**src/rtl/rst_seq_pkg.sv**
```systemverilog
// Shared types for the Wishbone reset sequencer: FSM states, reset-cause codes
// and a constant helper used to size the shared cycle counter.
package rst_seq_pkg;

  typedef enum logic [2:0] {
    ST_IDLE,
    ST_QUIESCE,
    ST_ASSERT,
    ST_RELEASE,
    ST_REBOOT
  } state_e;

  typedef enum logic [1:0] {
    CAUSE_POR  = 2'd0,
    CAUSE_SOFT = 2'd1,
    CAUSE_BTN  = 2'd2
  } cause_e;

  function automatic int max_int(input int a, input int b);
    return (a > b) ? a : b;
  endfunction

endpackage

```
**src/rtl/rst_debounce.sv**
```systemverilog
// Board-button conditioner: 2-FF synchroniser, consecutive-press counter and a
// one-shot event that re-arms only after the synchronised button is released.
module rst_debounce #(
  parameter int DEBOUNCE_CYCLES = 1000
) (
  input  logic clk_i,
  input  logic rst_n_i,
  input  logic btn_n_i,
  output logic event_o
);

  localparam int CNT_W = $clog2(DEBOUNCE_CYCLES + 1);
  localparam logic [CNT_W-1:0] CNT_LAST = CNT_W'(DEBOUNCE_CYCLES - 1);

  logic [1:0]       sync_q;
  logic [CNT_W-1:0] cnt_q;
  logic             armed_q;
  logic             event_q;

  // NOTE: sequential state uses non-blocking assignments so every register
  // samples the pre-edge values, regardless of statement order in the block.
  always_ff @(posedge clk_i or negedge rst_n_i) begin
    if (!rst_n_i) begin
      sync_q  <= 2'b11;
      cnt_q   <= '0;
      armed_q <= 1'b1;
      event_q <= 1'b0;
    end else begin
      sync_q  <= {sync_q[0], btn_n_i};
      event_q <= 1'b0;
      if (sync_q[1]) begin
        cnt_q   <= '0;
        armed_q <= 1'b1;
      end else if (armed_q) begin
        if (cnt_q == CNT_LAST) begin
          event_q <= 1'b1;
          armed_q <= 1'b0;
          cnt_q   <= '0;
        end else begin
          cnt_q <= cnt_q + CNT_W'(1);
        end
      end
    end
  end

  assign event_o = event_q;

endmodule

```
**src/rtl/wb_reset_sequencer.sv**
```systemverilog
// Reset sequencer: turns a soft request or debounced button into a staged
// system/peripheral reset, or a PROGRAMN pulse that reboots the ECP5.
module wb_reset_sequencer
  import rst_seq_pkg::*;
#(
  parameter int HOLD_CYCLES     = 16,
  parameter int RELEASE_GAP     = 8,
  parameter int QUIESCE_MAX     = 64,
  parameter int DEBOUNCE_CYCLES = 1000,
  parameter int PROG_CYCLES     = 4,
  parameter bit REBOOT_ON_SOFT  = 1'b1
) (
  input  logic       wb_clk_i,
  input  logic       wb_rst_n_i,
  input  logic       reset_req_i,
  input  logic       btn_n_i,
  input  logic       bus_cyc_i,
  output logic       sys_rst_o,
  output logic       periph_rst_o,
  output logic       programn_o,
  output logic       busy_o,
  output logic [1:0] rst_cause_o
);

  localparam int MAX_CYC = max_int(max_int(max_int(HOLD_CYCLES, RELEASE_GAP),
                                           max_int(QUIESCE_MAX, DEBOUNCE_CYCLES)),
                                   PROG_CYCLES);
  localparam int CNT_W = $clog2(MAX_CYC + 1);

  localparam logic [CNT_W-1:0] HOLD_LAST    = CNT_W'(HOLD_CYCLES - 1);
  localparam logic [CNT_W-1:0] RELEASE_LAST = CNT_W'(RELEASE_GAP - 1);
  localparam logic [CNT_W-1:0] QUIESCE_LAST = CNT_W'(QUIESCE_MAX - 1);
  localparam logic [CNT_W-1:0] PROG_LAST    = CNT_W'(PROG_CYCLES - 1);

  state_e           state_q;
  cause_e           cause_q;
  logic [CNT_W-1:0] cnt_q;
  logic             req_q;
  logic             sys_rst_q;
  logic             periph_rst_q;
  logic             programn_q;
  logic             busy_q;

  logic   btn_event;
  logic   soft_edge;
  logic   trigger;
  cause_e trig_cause;

  rst_debounce #(
    .DEBOUNCE_CYCLES(DEBOUNCE_CYCLES)
  ) u_debounce (
    .clk_i   (wb_clk_i),
    .rst_n_i (wb_rst_n_i),
    .btn_n_i (btn_n_i),
    .event_o (btn_event)
  );

  // sys_rst_o re-asserts the request register, so only a rising edge may trigger.
  assign soft_edge  = reset_req_i & ~req_q;
  assign trigger    = soft_edge | btn_event;
  assign trig_cause = btn_event ? CAUSE_BTN : CAUSE_SOFT;

  // NOTE: the async reset lands directly in ASSERT with every output in its
  // reset level, so power-on and mid-sequence resets share one path.
  always_ff @(posedge wb_clk_i or negedge wb_rst_n_i) begin
    if (!wb_rst_n_i) begin
      state_q      <= ST_ASSERT;
      cause_q      <= CAUSE_POR;
      cnt_q        <= '0;
      req_q        <= 1'b1;
      sys_rst_q    <= 1'b1;
      periph_rst_q <= 1'b1;
      programn_q   <= 1'b1;
      busy_q       <= 1'b1;
    end else begin
      req_q <= reset_req_i;
      case (state_q)
        ST_IDLE: begin
          if (trigger) begin
            state_q <= ST_QUIESCE;
            cause_q <= trig_cause;
            cnt_q   <= '0;
            busy_q  <= 1'b1;
          end
        end
        ST_QUIESCE: begin
          if (!bus_cyc_i || cnt_q == QUIESCE_LAST) begin
            state_q      <= ST_ASSERT;
            cnt_q        <= '0;
            sys_rst_q    <= 1'b1;
            periph_rst_q <= 1'b1;
          end else begin
            cnt_q <= cnt_q + CNT_W'(1);
          end
        end
        ST_ASSERT: begin
          if (cnt_q == HOLD_LAST) begin
            cnt_q <= '0;
            if (cause_q == CAUSE_SOFT && REBOOT_ON_SOFT) begin
              state_q    <= ST_REBOOT;
              programn_q <= 1'b0;
            end else begin
              state_q   <= ST_RELEASE;
              sys_rst_q <= 1'b0;
            end
          end else begin
            cnt_q <= cnt_q + CNT_W'(1);
          end
        end
        ST_RELEASE: begin
          if (cnt_q == RELEASE_LAST) begin
            state_q      <= ST_IDLE;
            cnt_q        <= '0;
            periph_rst_q <= 1'b0;
            busy_q       <= 1'b0;
          end else begin
            cnt_q <= cnt_q + CNT_W'(1);
          end
        end
        ST_REBOOT: begin
          // The counter only runs during the pulse; afterwards wait for reconfiguration.
          if (!programn_q) begin
            if (cnt_q == PROG_LAST) begin
              programn_q <= 1'b1;
            end else begin
              cnt_q <= cnt_q + CNT_W'(1);
            end
          end
        end
        default: begin
          state_q <= ST_ASSERT;
          cnt_q   <= '0;
        end
      endcase
    end
  end

  assign sys_rst_o    = sys_rst_q;
  assign periph_rst_o = periph_rst_q;
  assign programn_o   = programn_q;
  assign busy_o       = busy_q;
  assign rst_cause_o  = cause_q;

endmodule

```
**config.mk**
```make
export PLATFORM = sky130hd
export DESIGN_NAME = wb_reset_sequencer
export DESIGN_NICKNAME = d
export VERILOG_FILES = /design/src/rtl/rst_seq_pkg.sv /design/src/rtl/rst_debounce.sv /design/src/rtl/wb_reset_sequencer.sv
export SDC_FILE = /design/constraint.sdc
export NUM_CORES = 1
export LEC_CHECK = 0
export BUFFER_PORTS_ARGS = -buffer_cell sky130_fd_sc_hd__buf_2
export CORE_AREA = 8 8 94 96
export CTS_CLUSTER_DIAMETER = 80
export CTS_CLUSTER_SIZE = 8
export DETAILED_ROUTE_END_ITERATION = 6
export DIE_AREA = 0 0 102 104
export HOLD_SLACK_MARGIN = 0.15
export PLACE_DENSITY = 0.52
export SLEW_MARGIN = 20
export SYNTH_ARGS = -nofsm -noshare
export SYNTH_HDL_FRONTEND = slang
export SYNTH_SLANG_ARGS = --single-unit
export TNS_END_PERCENT = 1
```
**constraint.sdc**
```tcl
create_clock -name wb_clk_i -period 2.4 [get_ports wb_clk_i]
set_input_delay 0.12 -clock wb_clk_i [delete_from_list [all_inputs] [get_ports wb_clk_i]]
set_output_delay 0.12 -clock wb_clk_i [all_outputs]
set_load 0.05 [all_outputs]
```
[Word-level counts from Yosys, hierarchy flattened]
Cells that the tools add are included.
Operators by class
  multiplexer cells: 36
  bitwise gates (word level): 4
  reductions and logical operators: 15
  equality and inequality tests: 18
  add/subtract/negate cells: 2
Operators by type and width (count)
  10-bit two-way mux: 9
  10-bit case mux with 5 select lines: 1
  10-bit by 1-bit adder with 10-bit output (second input constant): 2
  2-bit != test (second input constant): 8
  1-bit two-way mux: 15
  3-bit two-way mux: 5
  3-bit case mux with 5 select lines: 1
  3-bit AND reduction: 4
  10-bit == test (second input constant): 1
  10-bit by 2-bit == test with 1-bit output (second input constant): 1
  10-bit by 3-bit == test with 1-bit output (second input constant): 1
  10-bit by 4-bit == test with 1-bit output (second input constant): 1
  10-bit by 6-bit == test with 1-bit output (second input constant): 1
  2-bit nonzero test: 5
  1-bit case mux with 2 select lines: 4
  3-bit by 2-bit == test with 1-bit output (second input constant): 2
  5-bit AND reduction: 1
  4-bit AND reduction: 1
  3-bit by 1-bit == test with 1-bit output (second input constant): 1
  3-bit == test (second input constant): 1
  3-bit zero test: 1
  2-bit by 1-bit == test with 1-bit output (second input constant): 1
  2-bit two-way mux: 1
  1-bit inverter: 2
  5 further kinds: 5
Storage, ports and cells
  register bits: 34

[Logic depth before layout (Yosys ltp)]
Gate-level depths: netlist (run 1).
  word-level depth: 5
  depth in mapped cells: 7
  gate-level depth less buffers: 6

[Modules after synthesis]
Synthesis (run 1) repeated with hierarchy kept, for this count alone.
Unflattened totals
  cells, all modules: 204
  area, all modules: 1846.8 sq um
By module, submodules not included
  wb_reset_sequencer: instances 1, cells an instance 134, seq. area each 508.0 sq um, area each 1154.9 sq um
  rst_debounce: instances 1, cells an instance 70, seq. area each 354.1 sq um, area each 691.9 sq um

[Least setup slack after synthesis (run 1)]
No wires, ideal clock.
  path type: register -> register
  from: register cnt_q[6]
  to: register cnt_q[4]
  path buffers: 1
  arrival time: 1798 ps
  path slack: 470 ps
  setup time: 133 ps
  required time: 2267 ps
  period minus slack after synthesis: 1930 ps
  stages on the path, launching flop included: 7
  cells stage by stage: dfrtp_1 nor4_4 a311oi_1 nor4_4 buf_6 mux2i_1 nor3_2
Between the ends
  longest elaborated chain between the ends: 4
  elaborated cells between the ends (all ways): 11
  those cells by class: eq/ne (5); mux (4); reduce/logical (2)
Ends and longest elaborated chain
  start, declared: RTL line wb_reset_sequencer.sv:37  | logic [CNT_W-1:0] cnt_q;
  start signal, assigned: RTL line wb_reset_sequencer.sv:93  | cnt_q <= cnt_q + CNT_W'(1);
  start signal, assigned: RTL line wb_reset_sequencer.sv:107  | cnt_q <= cnt_q + CNT_W'(1);
  start signal, assigned: RTL line wb_reset_sequencer.sv:117  | cnt_q <= cnt_q + CNT_W'(1);
  10-bit by 6-bit == test with 1-bit output: RTL line wb_reset_sequencer.sv:87  | if (!bus_cyc_i || cnt_q == QUIESCE_LAST) begin
  1-bit logical OR: RTL line wb_reset_sequencer.sv:87
  10-bit two-way mux: RTL line wb_reset_sequencer.sv:87
  10-bit case mux with 5 select lines: RTL line wb_reset_sequencer.sv:77  | case (state_q)
Several ways; a longest one is shown, not always the timed one.
A chain may end at the register's enable or synchronous reset.

[Worst setup path in the final report (run 1)]
  from: register cnt_q[0]
  to: register cnt_q[8]
Between the ends
  longest elaborated chain between the ends: 4
  elaborated cells between the ends (all ways): 14
  those cells by class: add/sub (1); eq/ne (5); mux (6); reduce/logical (2)
Ends and longest elaborated chain (RTL line)
  10-bit by 1-bit adder with 10-bit output or 10-bit by 6-bit == test with 1-bit output (tied branches)
  10-bit two-way mux or 1-bit logical OR (tied branches): wb_reset_sequencer.sv:123, wb_reset_sequencer.sv:87
  10-bit two-way mux (on tied branches): wb_reset_sequencer.sv:122, wb_reset_sequencer.sv:87
  10-bit case mux with 5 select lines: wb_reset_sequencer.sv:77
Several ways; a longest one is shown, not always the timed one. The select of a mux whose other input is x is not followed.

==> impl_metrics.csv, run 1 <==
group,metric,value,unit
status,status,"complete, no violations",
power_and_ir_drop,ir_worst_vdd,0.251,mV
cells_and_area,layout-drive-gt1-share,0.213,
synth,ys_seq_elements,34,
route,ant_nets,0,
synth,async_flop_share,1.00,
synth,yosys_warnings,0,
timing,tns,0,ps
setup_path,start_kind,"flop",
timing,maxSlewHeadroom,0.496,
cts,clockBufferDepth,2,
route,drt_iter0_drc,94,
setup_path,arrival,2380,ps
floorplanning,die-area,10600,um2
cts,tritoncts,"yes",
floorplanning,die_w,102,um
power_and_ir_drop,power.total,1.92,mW
place,io_buffers,10,
route,first_pass_iters,4,
setup_path,crit_path_end_kind,"flop",
cells_and_area,area_growth,16.9,%
cts,htreeDepth,2,
cells_and_area,final_cells,313,
cells_and_area,mostFrequentLayoutCell,"dfrtp_1",
timing,worst_slew_pin_slew,756,ps
timing,setup_viol,0,
timing,slew_violations,0,
flow_run,timing.max_cap.violations,0,
setup_path,r2r_end,"cnt_q[8]$_DFFE_PN0P_",
grt,grt_max_degree,35,
timing,rsz0062_at_grt,"false",
cells_and_area,seq_area,862,um2
cts,numCtsBuffers,5,
route,vias,1514,
synth,synth_flop_cell,"dfrtp_1",
timing,max_freq,451,MHz
timing,finalHoldViolCount,0,
grt,grt_pass1_wl,7.15,mm
synth,synth.top_cell.area_share,0.340,
synth,synthesis.area,1840,um2
synth,synth_compound_area_frac,0.186,
cts,clk_latency,290,ps
cells_and_area,final_cell_mix,"dfrtp_1, nand2_1, nor2_1, o21ai_0, and3_1",
floorplanning,coreArea,7450,um2
grt,antenna_found_initial,0,
cells_and_area,antenna_cells,0,
power_and_ir_drop,leakage,0.876,nW
worst_hold_path,hold_class,"reg2reg",
cts,root_buffer,"clkbuf_8",
grt,track_usage,0.0835,
route,via_per_inst,4.84,
place,dpl.cell_count,302,
synth,ys_seq_area_frac,0.469,
grt,gr-total-overflow,0,
synth,synth_edf_count,0,
cells_and_area,fill_cells,797,
setup_path,cp_data_required_time,2560,ps
cts,holdBufCountCts,3,
route,wl_per_cell,13.0,um
floorplanning,top_level_ports,11,
setup_path,crit_fanout,10,
setup_path,rr_worst_depth,7,
worst_hold_path,min_from,"u_debounce.sync_q[0]$_DFF_PN1_",
floorplanning,fp.dieH,104,um
route,drc,0,
cells_and_area,multi_input_area,926,um2
worst_hold_path,hold_depth,0,
synth,avgSynthCellArea,9.68,um2
timing,fin_crit,2220,ps
floorplanning,num_rows,32,
setup_path,reg2reg_slack,180,ps
place,dp_hpwl,2.88,mm
synth,yosysTopAreaCell,"dfrtp_1",
setup_path,path_class,"reg2reg",
synth,synthAdderAreaFrac,0.0136,
synth,synth_cell_type_count,45,
cts,numClockSinks,34,
synth,syn_nets,197,
setup_path,rr_startpoint,"cnt_q[0]$_DFFE_PN0P_",
cells_and_area,fin_nets,217,
power_and_ir_drop,cellPowerDensity,895,nW/um2
worst_hold_path,min_to,"u_debounce.sync_q[1]$_DFF_PN1_",
cells_and_area,fin_area,2150,um2
place,place_area,2030,um2
synth,yosys.area_share.simple,0.267,
grt,first_global_vias,1476,
synth,synth_xor_area_frac,0.00952,
cts,cts_setup_buffers,0,
timing,period_share,0.924,
cts,ctsResizeCount,0,
place,routabilityCongestion,0.766,
synth,netlist_instances,190,
timing,fin_hold_ws,356,ps
synth,synth_mux_area_frac,0.0272,
timing,fin_skew,6.86,ps
synth,synth_top_family_by_area,"simple AND/OR/NAND/NOR gates",
route,drt_wl_total,4.07,mm
floorplanning,initial_core_util,0.247,
synth,synth.area.top_cells,"dfrtp_1, dfstp_2, o21ai_0, nand2_1, and3_1",
cts,path_clk_slew,70,ps
-- worst max-delay path by stage --
stage	from	end	slack, ps	cells past startpoint
after global routing	cnt_q[0]$_DFFE_PN0P_	cnt_q[8]$_DFFE_PN0P_	40	7
after detailed placement	cnt_q[0]$_DFFE_PN0P_	cnt_q[8]$_DFFE_PN0P_	200	7
after global placement	cnt_q[0]$_DFFE_PN0P_	cnt_q[9]$_DFFE_PN0P_	230	7
after CTS	cnt_q[0]$_DFFE_PN0P_	cnt_q[8]$_DFFE_PN0P_	190	7
after floorplan	cnt_q[6]$_DFFE_PN0P_	cnt_q[4]$_DFFE_PN0P_	470	6
final	cnt_q[0]$_DFFE_PN0P_	cnt_q[8]$_DFFE_PN0P_	180	7
-- stage by stage --
step | utilization | setup slack, ps
2_1_floorplan | - | 470
3_3_place_gp | 0.273 | 232
3_5_place_dp | 0.273 | 198
4_1_cts | 0.289 | 186
5_1_grt | 0.289 | 36.7
6_report | 0.289 | 182
-- cell families (layout without fill, tap and decap cells) --
group                    Yosys count  count (layout)
AO/OA/AOI/OAI                     51              51
adder cells (fa/ha/maj)            2               2
multiplexers                       5               5
flip-flops                        34              34
buffers and inverters             10              31
AND/OR/NAND/NOR                   86              86
XOR/XNOR                           2               2
-- cells in the mapped netlist (all sizes together) (2+ instances only) --
cell type  count
o31ai          4
nor4           3
nand4          4
a21o           2
a31oi          3
o32a           2
dfstp          9
or2            3
mux2i          5
nor3           8
nand2         21
ha             2
nor3b          2
and3          11
a21oi          9
o21ai         18
a32o           3
buf            6
inv            3
o221ai         2
nand3          8
a22o           3
nor2          18
nor2b          4
dfrtp         25
-- registers in the layout, summed over array words and instances (netlist names) --
| signal | count |
|---|---|
| u_debounce.sync_q | 2 |
| cnt_q | 10 |
| u_debounce.armed_q | 1 |
| sys_rst_o | 1 |
| rst_cause_o | 2 |
| state_q | 3 |
| periph_rst_o | 1 |
| req_q | 1 |
| u_debounce.event_o | 1 |
| u_debounce.cnt_q | 10 |
| programn_o | 1 |
| busy_o | 1 |
-- power breakdown --
group / leakage, nW / total [mW] / internal, mW / switching, mW
sequential: 0.433 / 0.766 / 0.669 / 0.0969
combinational: 0.395 / 0.715 / 0.264 / 0.452
clock: 0.0482 / 0.443 / 0.231 / 0.212
total: 0.876 / 1.92 / 1.16 / 0.760
-- layer usage --
layer | part of all wire | global-route usage
met1 | 0.49 | 0.116
met2 | 0.46 | 0.117
met3 | 0.039 | 0.0221
met4 | 0.011 | 0.0357
met5 | 0 | 0
-- final cells by class --
| class | instances | area share |
|---|---|---|
| clock buffer | 7 | 0.0401 |
| clock inverter | 1 | 0.00233 |
| inverter | 3 | 0.00524 |
| multi-input combinational | 146 | 0.430 |
| sequential | 34 | 0.401 |
| tap | 102 | 0.0593 |
| timing repair buffer | 20 | 0.0617 |
-- worst max-delay path: stages (launching register included) --
cell      delay [ps]
dfrtp_1          470
ha_1             340
nor2b_1          190
a311oi_1         140
nor4_4           350
buf_4            240
o21bai_1         180
o221ai_1         170
(Power assumes the default switching activity.)
==> run 2: changes to the inputs <==
--- a/config.mk
+++ b/config.mk
@@ -5,12 +5,13 @@
 export SDC_FILE = /design/constraint.sdc
 export NUM_CORES = 1
 export LEC_CHECK = 0
+export ABC_AREA = 1
 export BUFFER_PORTS_ARGS = -buffer_cell sky130_fd_sc_hd__buf_2
-export CORE_AREA = 8 8 94 96
+export CORE_AREA = 8 8 95 97
 export CTS_CLUSTER_DIAMETER = 80
 export CTS_CLUSTER_SIZE = 8
 export DETAILED_ROUTE_END_ITERATION = 6
-export DIE_AREA = 0 0 102 104
+export DIE_AREA = 0 0 103 105
 export HOLD_SLACK_MARGIN = 0.15
 export PLACE_DENSITY = 0.52
 export SLEW_MARGIN = 20
==> constraint.sdc (replaced) <==
create_clock -name wb_clk_i -period 2.9 [get_ports wb_clk_i]
set_input_delay 0.145 -clock wb_clk_i [delete_from_list [all_inputs] [get_ports wb_clk_i]]
set_output_delay 0.145 -clock wb_clk_i [all_outputs]
set_load 0.05 [all_outputs]
==> impl_metrics.csv, run 2 <==
group,metric,value,unit
route,met1_length,2.03,mm
synth,ys_seq_elements,34,
synth,synth_flop_cell,"dfrtp_1",
setup_path,crit_fanout,8,
floorplanning,initial_core_util,0.255,
cts,numCtsBuffers,5,
synth,yosys_warnings,0,
setup_path,path_class,"reg2reg",
cts,clk_latency,290,ps
synth,syn_nets,259,
cells_and_area,mostFrequentLayoutCell,"nand2_1",
setup_path,crit_buf_inv,0,
worst_hold_path,hold_class,"in2reg",
grt,antenna_found_initial,0,
timing,rsz0062_at_grt,"false",
synth,synth.area.top_cells,"dfrtp_1, nand2_1, dfstp_2, nor2_1, nand3_1",
synth,yosysTopAreaCell,"dfrtp_1",
synth,netlist_instances,252,
place,dp_hpwl,3.04,mm
cells_and_area,fin_util,0.297,
synth,async_flop_share,1.00,
synth,synth_commonest_cells,"nand2_1, nor2_1, inv_1, dfrtp_1, nand3_1",
place,dp_slack,1150,ps
place,place_area,2090,um2
synth,synth_most_common_cell,"nand2_1",
synth,synthesis.area,1920,um2
timing,max_freq,564,MHz
timing,finalHoldViolCount,0,
floorplanning,coreArea,7530,um2
route,drt_iter0_drc,79,
synth,synth.top_cell.area_share,0.326,
cells_and_area,fin_nets,278,
setup_path,arrival,1950,ps
floorplanning,top_level_ports,11,
timing,worst_slew_pin_slew,749,ps
floorplanning,num_rows,32,
cts,holdBufCountCts,3,
setup_path,cp_data_required_time,3080,ps
cells_and_area,layout-drive-gt1-share,0.176,
timing,fin_hold_ws,246,ps
place,routabilityCongestion,0.810,
power_and_ir_drop,power.total,1.67,mW
setup_path,crit_path_end_kind,"flop",
cells_and_area,top_regs,"cnt_q (10), u_debounce.cnt_q (10), state_q (3)",
route,first_pass_iters,4,
timing,fin_skew,10.8,ps
setup_path,path_cells,"ha_1 > nand3_1 > nor2_1 > nand2_1 > a21oi_1 > nand2_2 > nand3_1 > nand2_1",
setup_path,crit_family,"simple AND/OR/NAND/NOR gates",
cells_and_area,antenna_cells,0,
synth,synth_edf_count,0,
grt,grt_pass1_wl,7.16,mm
route,dr_wl_met2,1.90,mm
power_and_ir_drop,cellPowerDensity,745,nW/um2
power_and_ir_drop,ir_worst_vdd,0.203,mV
timing,maxSlewHeadroom,0.501,
route,highest_layer,"met4",
grt,first_global_vias,1609,
cts,numClockSinks,34,
synth,avgSynthCellArea,7.63,um2
setup_path,crit_slowest_cell,"dfrtp_1",
route,vias,1623,
route,drt_wl_total,4.12,mm
floorplanning,fp.dieH,105,um
place,io_buffers,10,
status,status,"complete, no violations",
route,wl_met3,145,um
cells_and_area,final_cell_mix,"nand2_1, nor2_1, inv_1",
cells_and_area,area_growth,16.3,%
power_and_ir_drop,leakage,1.02,nW
grt,grt_max_degree,35,
grt,gr-total-overflow,0,
synth,ys_seq_area_frac,0.449,
floorplanning,die-area,10800,um2
cts,tritoncts,"yes",
route,wl_per_cell,11.0,um
place,dpl.cell_count,363,
cts,clockBufferDepth,2,
cts,htreeDepth,2,
cts,ctsResizeCount,0,
synth,synth_cell_type_count,29,
route,via_per_inst,4.34,
timing,fin_crit,1770,ps
cts,path_clk_slew,80,ps
floorplanning,die_w,103,um
flow_run,timing.max_cap.violations,0,
grt,track_usage,0.0819,
route,ant_nets,0,
timing,fin_ws,1130,ps
cts,cts_setup_buffers,0,
cts,root_buffer,"clkbuf_8",
timing,period_share,0.612,
timing,tns,0,ps
setup_path,start_kind,"flop",
cells_and_area,fin_area,2240,um2
cells_and_area,final_cells,374,
route,drc,0,
timing,setup_viol,0,
setup_path,max_stage_delay,410,ps
timing,slew_violations,0,
## run 2: power breakdown
part | internal [mW] | switching, mW
Clock | 0.256 | 0.193
Combinational | 0.168 | 0.433
Sequential | 0.555 | 0.0616
Total | 0.979 | 0.687
## run 2: cells by family after synthesis
kind of cell,synth area share
buffers and inverters,0.0671
flip-flops,0.449
AND/OR/NAND/NOR,0.365
adder cells (fa/ha/maj),0.0130
XOR/XNOR,0.0273
AO/OA/AOI/OAI,0.0794
## run 2: final timing paths
path	startpoint	endpoint	slack, ps	cells after the start
setup / recovery	cnt_q[0]$_DFFE_PN0P_	cnt_q[1]$_DFFE_PN0P_	1130	8
hold / removal	bus_cyc_i	periph_rst_o$_DFFE_PN1P_	250	5
setup reg to reg	cnt_q[0]$_DFFE_PN0P_	cnt_q[1]$_DFFE_PN0P_	1130	8
hold reg to reg	u_debounce.sync_q[0]$_DFF_PN1_	u_debounce.sync_q[1]$_DFF_PN1_	360	0
max in group asynchronous	wb_rst_n_i	u_debounce.cnt_q[8]$_DFFE_PN0P_	1960	2
min in group asynchronous	wb_rst_n_i	cnt_q[6]$_DFFE_PN0P_	450	2
## run 2: layout make-up
class / count / area (um2)
Clock buffer: 5 / 68.8
Clock inverter: 3 / 45.0
Fill cell: 849 / 5290
Inverter: 31 / 121
Multi-Input combinational cell: 186 / 931
Sequential cell: 34 / 862
Tap cell: 102 / 128
Timing Repair Buffer: 13 / 80.1
## run 2: per-layer routing
metal,vias to the layer above,track usage
li1,858,-
met5,-,0
met1,742,0.0987
met2,21,0.134
met3,2,0.0226
met4,0,0.0321
## run 2: tightest hold or removal path: stages
cell	delay (ps)
buf_2	110
nand3_1	120
nand2_1	70
nand2_1	50
nand2_1	40
==> run 3: changes to the inputs <==
--- a/config.mk
+++ b/config.mk
@@ -13,7 +13,7 @@
 export DETAILED_ROUTE_END_ITERATION = 6
 export DIE_AREA = 0 0 103 105
 export HOLD_SLACK_MARGIN = 0.15
-export PLACE_DENSITY = 0.52
+export PLACE_DENSITY = 0.54
 export SLEW_MARGIN = 20
 export SYNTH_ARGS = -nofsm -noshare
 export SYNTH_HDL_FRONTEND = slang
==> constraint.sdc (replaced) <==
create_clock -name wb_clk_i -period 1.6 [get_ports wb_clk_i]
set_input_delay 0.08 -clock wb_clk_i [delete_from_list [all_inputs] [get_ports wb_clk_i]]
set_output_delay 0.08 -clock wb_clk_i [all_outputs]
set_load 0.05 [all_outputs]
==> impl_metrics.csv, run 3 (synthesized netlist as in run 2, its figures left out) <==
group,metric,value,unit
place,io_buffers,10,
cells_and_area,antenna_cells,0,
power_and_ir_drop,seq_power_share,0.341,
grt,first_global_vias,1663,
power_and_ir_drop,power.total,3.32,mW
route,wl_per_cell,11.2,um
timing,rsz0062_at_grt,"true",
grt,grt_pass1_wl,7.74,mm
power_and_ir_drop,leakage,1.15,nW
power_and_ir_drop,cellPowerDensity,1330,nW/um2
route,drt_iter0_drc,75,
route,first_pass_iters,4,
setup_path,start_kind,"flop",
floorplanning,coreArea,7530,um2
route,ant_nets,0,
grt,track_usage,0.0892,
cts,clockBufferDepth,2,
cts,clk_latency,290,ps
floorplanning,die_w,103,um
grt,met2_usage,0.141,
timing,finalHoldViolCount,0,
setup_path,crit_path_end_kind,"flop",
floorplanning,top_level_ports,11,
power_and_ir_drop,p_int,1.95,mW
cts,tritoncts,"yes",
setup_path,crit_fanout,8,
worst_hold_path,hold_class,"in2reg",
power_and_ir_drop,clkPwrFrac,0.229,
route,via_per_inst,4.44,
route,vias,1761,
setup_path,max_stage_delay,600,ps
timing,tns,0,ps
setup_path,rr_worst_depth,8,
status,status,"complete, no violations",
cells_and_area,top_regs,"cnt_q (10), u_debounce.cnt_q (10), state_q (3)",
setup_path,cp_data_required_time,1820,ps
grt,grt_use_met1,0.112,
power_and_ir_drop,ir_worst_vdd,0.721,mV
cells_and_area,mostFrequentLayoutCell,"nand2_1",
power_and_ir_drop,combPwrFrac,0.430,
place,routabilityCongestion,0.826,
grt,grtUsageMet3,0.0239,
timing,fin_crit,1550,ps
cells_and_area,layout-drive-gt1-share,0.278,
cells_and_area,area_growth,29.9,%
cts,numClockSinks,34,
route,drt_wl_total,4.46,mm
setup_path,reg2reg_slack,50,ps
setup_path,crit_start,"state_q[1]$_DFFE_PN1P_",
cts,path_clk_slew,80,ps
route,drc,0,
cts,root_buffer,"clkbuf_8",
flow_run,timing.max_cap.violations,0,
setup_path,rr_startpoint,"state_q[1]$_DFFE_PN1P_",
power_and_ir_drop,switching_share,0.413,
floorplanning,fp.dieH,105,um
setup_path,arrival,1780,ps
timing,setup_viol,0,
cells_and_area,fin_nets,301,
timing,fin_skew,9.93,ps
timing,maxSlewHeadroom,0.703,
setup_path,crit_slowest_cell,"dfstp_2",
grt,gr-total-overflow,0,
grt,antenna_found_initial,0,
setup_path,r2r_end,"cnt_q[4]$_DFFE_PN0P_",
timing,worst_slew_pin_slew,446,ps
setup_path,path_cells,"inv_2 > nor3_4 > inv_2 > nor2_4 > nor2_4 > nand2_4 > nand3_1 > nand2_1",
setup_path,path_class,"reg2reg",
floorplanning,initial_core_util,0.255,
floorplanning,die-area,10800,um2
floorplanning,num_rows,32,
timing,period_share,0.971,
timing,slew_violations,0,
setup_path,cp-endpoint,"cnt_q[4]$_DFFE_PN0P_",
cts,htreeDepth,2,
worst_hold_path,min_from,"bus_cyc_i",
power_and_ir_drop,p_sw,1.37,mW
grt,grt.busiest_layer,"met2",
place,dp_hpwl,3.11,mm
cts,numCtsBuffers,5,
timing,max_freq,643,MHz
cells_and_area,fill_cells,825,
cells_and_area,final_cell_mix,"nand2_1, nor2_1, inv_1",
grt,grt_max_degree,35,
## run 3: layout make-up
type / count / area (um2) / area share
flip-flops and latches: 34 / 863 / 0.346
multi-input cells: 186 / 1020 / 0.409
well taps: 102 / 128 / 0.0511
clock buffers: 8 / 110 / 0.0441
repair buffers: 36 / 253 / 0.101
inverters: 31 / 121 / 0.0486
## run 3: what timing repair did
| item | 4_1_cts | 5_1_grt |
|---|---|---|
| pin swaps | 0 | 8 |
| buffers inserted | 0 | 6 |
| hold endpoints to repair | 27 | 0 |
| setup endpoints to repair | 8 | 16 |
| hold buffers | 3 | 0 |
| resized for setup | 2 | 21 |
## run 3: metal layers
layer / up-vias / share of wire / routed length, um
li1: 899 / - / -
met1: 823 / 0.48 / 2160
met2: 31 / 0.46 / 2070
met3: 8 / 0.033 / 148
met4: 0 / 0.018 / 78
met5: - / 0 / 0
## run 3: worst min-delay path by stage
stage | end | slack [ps] | cells past startpoint
6_report | periph_rst_o$_DFFE_PN1P_ | 170 | 5
5_1_grt | periph_rst_o$_DFFE_PN1P_ | 210 | 5
4_1_cts | periph_rst_o$_DFFE_PN1P_ | 170 | 5
3_5_place_dp | u_debounce.cnt_q[8]$_DFFE_PN0P_ | 140 | 2
3_3_place_gp | u_debounce.cnt_q[9]$_DFFE_PN0P_ | 140 | 2
2_1_floorplan | cnt_q[0]$_DFFE_PN0P_ | -220 | 0
## run 3: stage by stage
| step | setup WS (ps) | util | std cells | cell area, um2 | hold slack [ps] |
|---|---|---|---|---|---|
| 2_1_floorplan | 131 | - | 252 | 1920 | -216 |
| 3_3_place_gp | -39.2 | 0.295 | 380 | 2220 | 141 |
| 3_5_place_dp | -32.3 | 0.295 | 380 | 2220 | 142 |
| 4_1_cts | 12.3 | 0.315 | 391 | 2370 | 167 |
| 5_1_grt | -73.1 | 0.332 | 397 | 2500 | 208 |
| 6_report | 45.9 | 0.332 | 397 | 2500 | 169 |
## run 3: power by group through the flow
stage / sequential, mW / combinational, mW / clock (mW)
floorplan: 1.25 / 0.715 / 0
global placement: 1.12 / 1.18 / 0
detailed placement: 1.12 / 1.19 / 0
CTS: 1.11 / 1.21 / 0.792
global route: 1.15 / 1.59 / 0.835
finish: 1.13 / 1.43 / 0.760
## run 3: critical path, delay by kind of cell (launching register included)
kind / cells / cell delay (ps)
buffers and inverters: 2 / 150
DFF: 1 / 600
and+or+nand+nor: 6 / 750
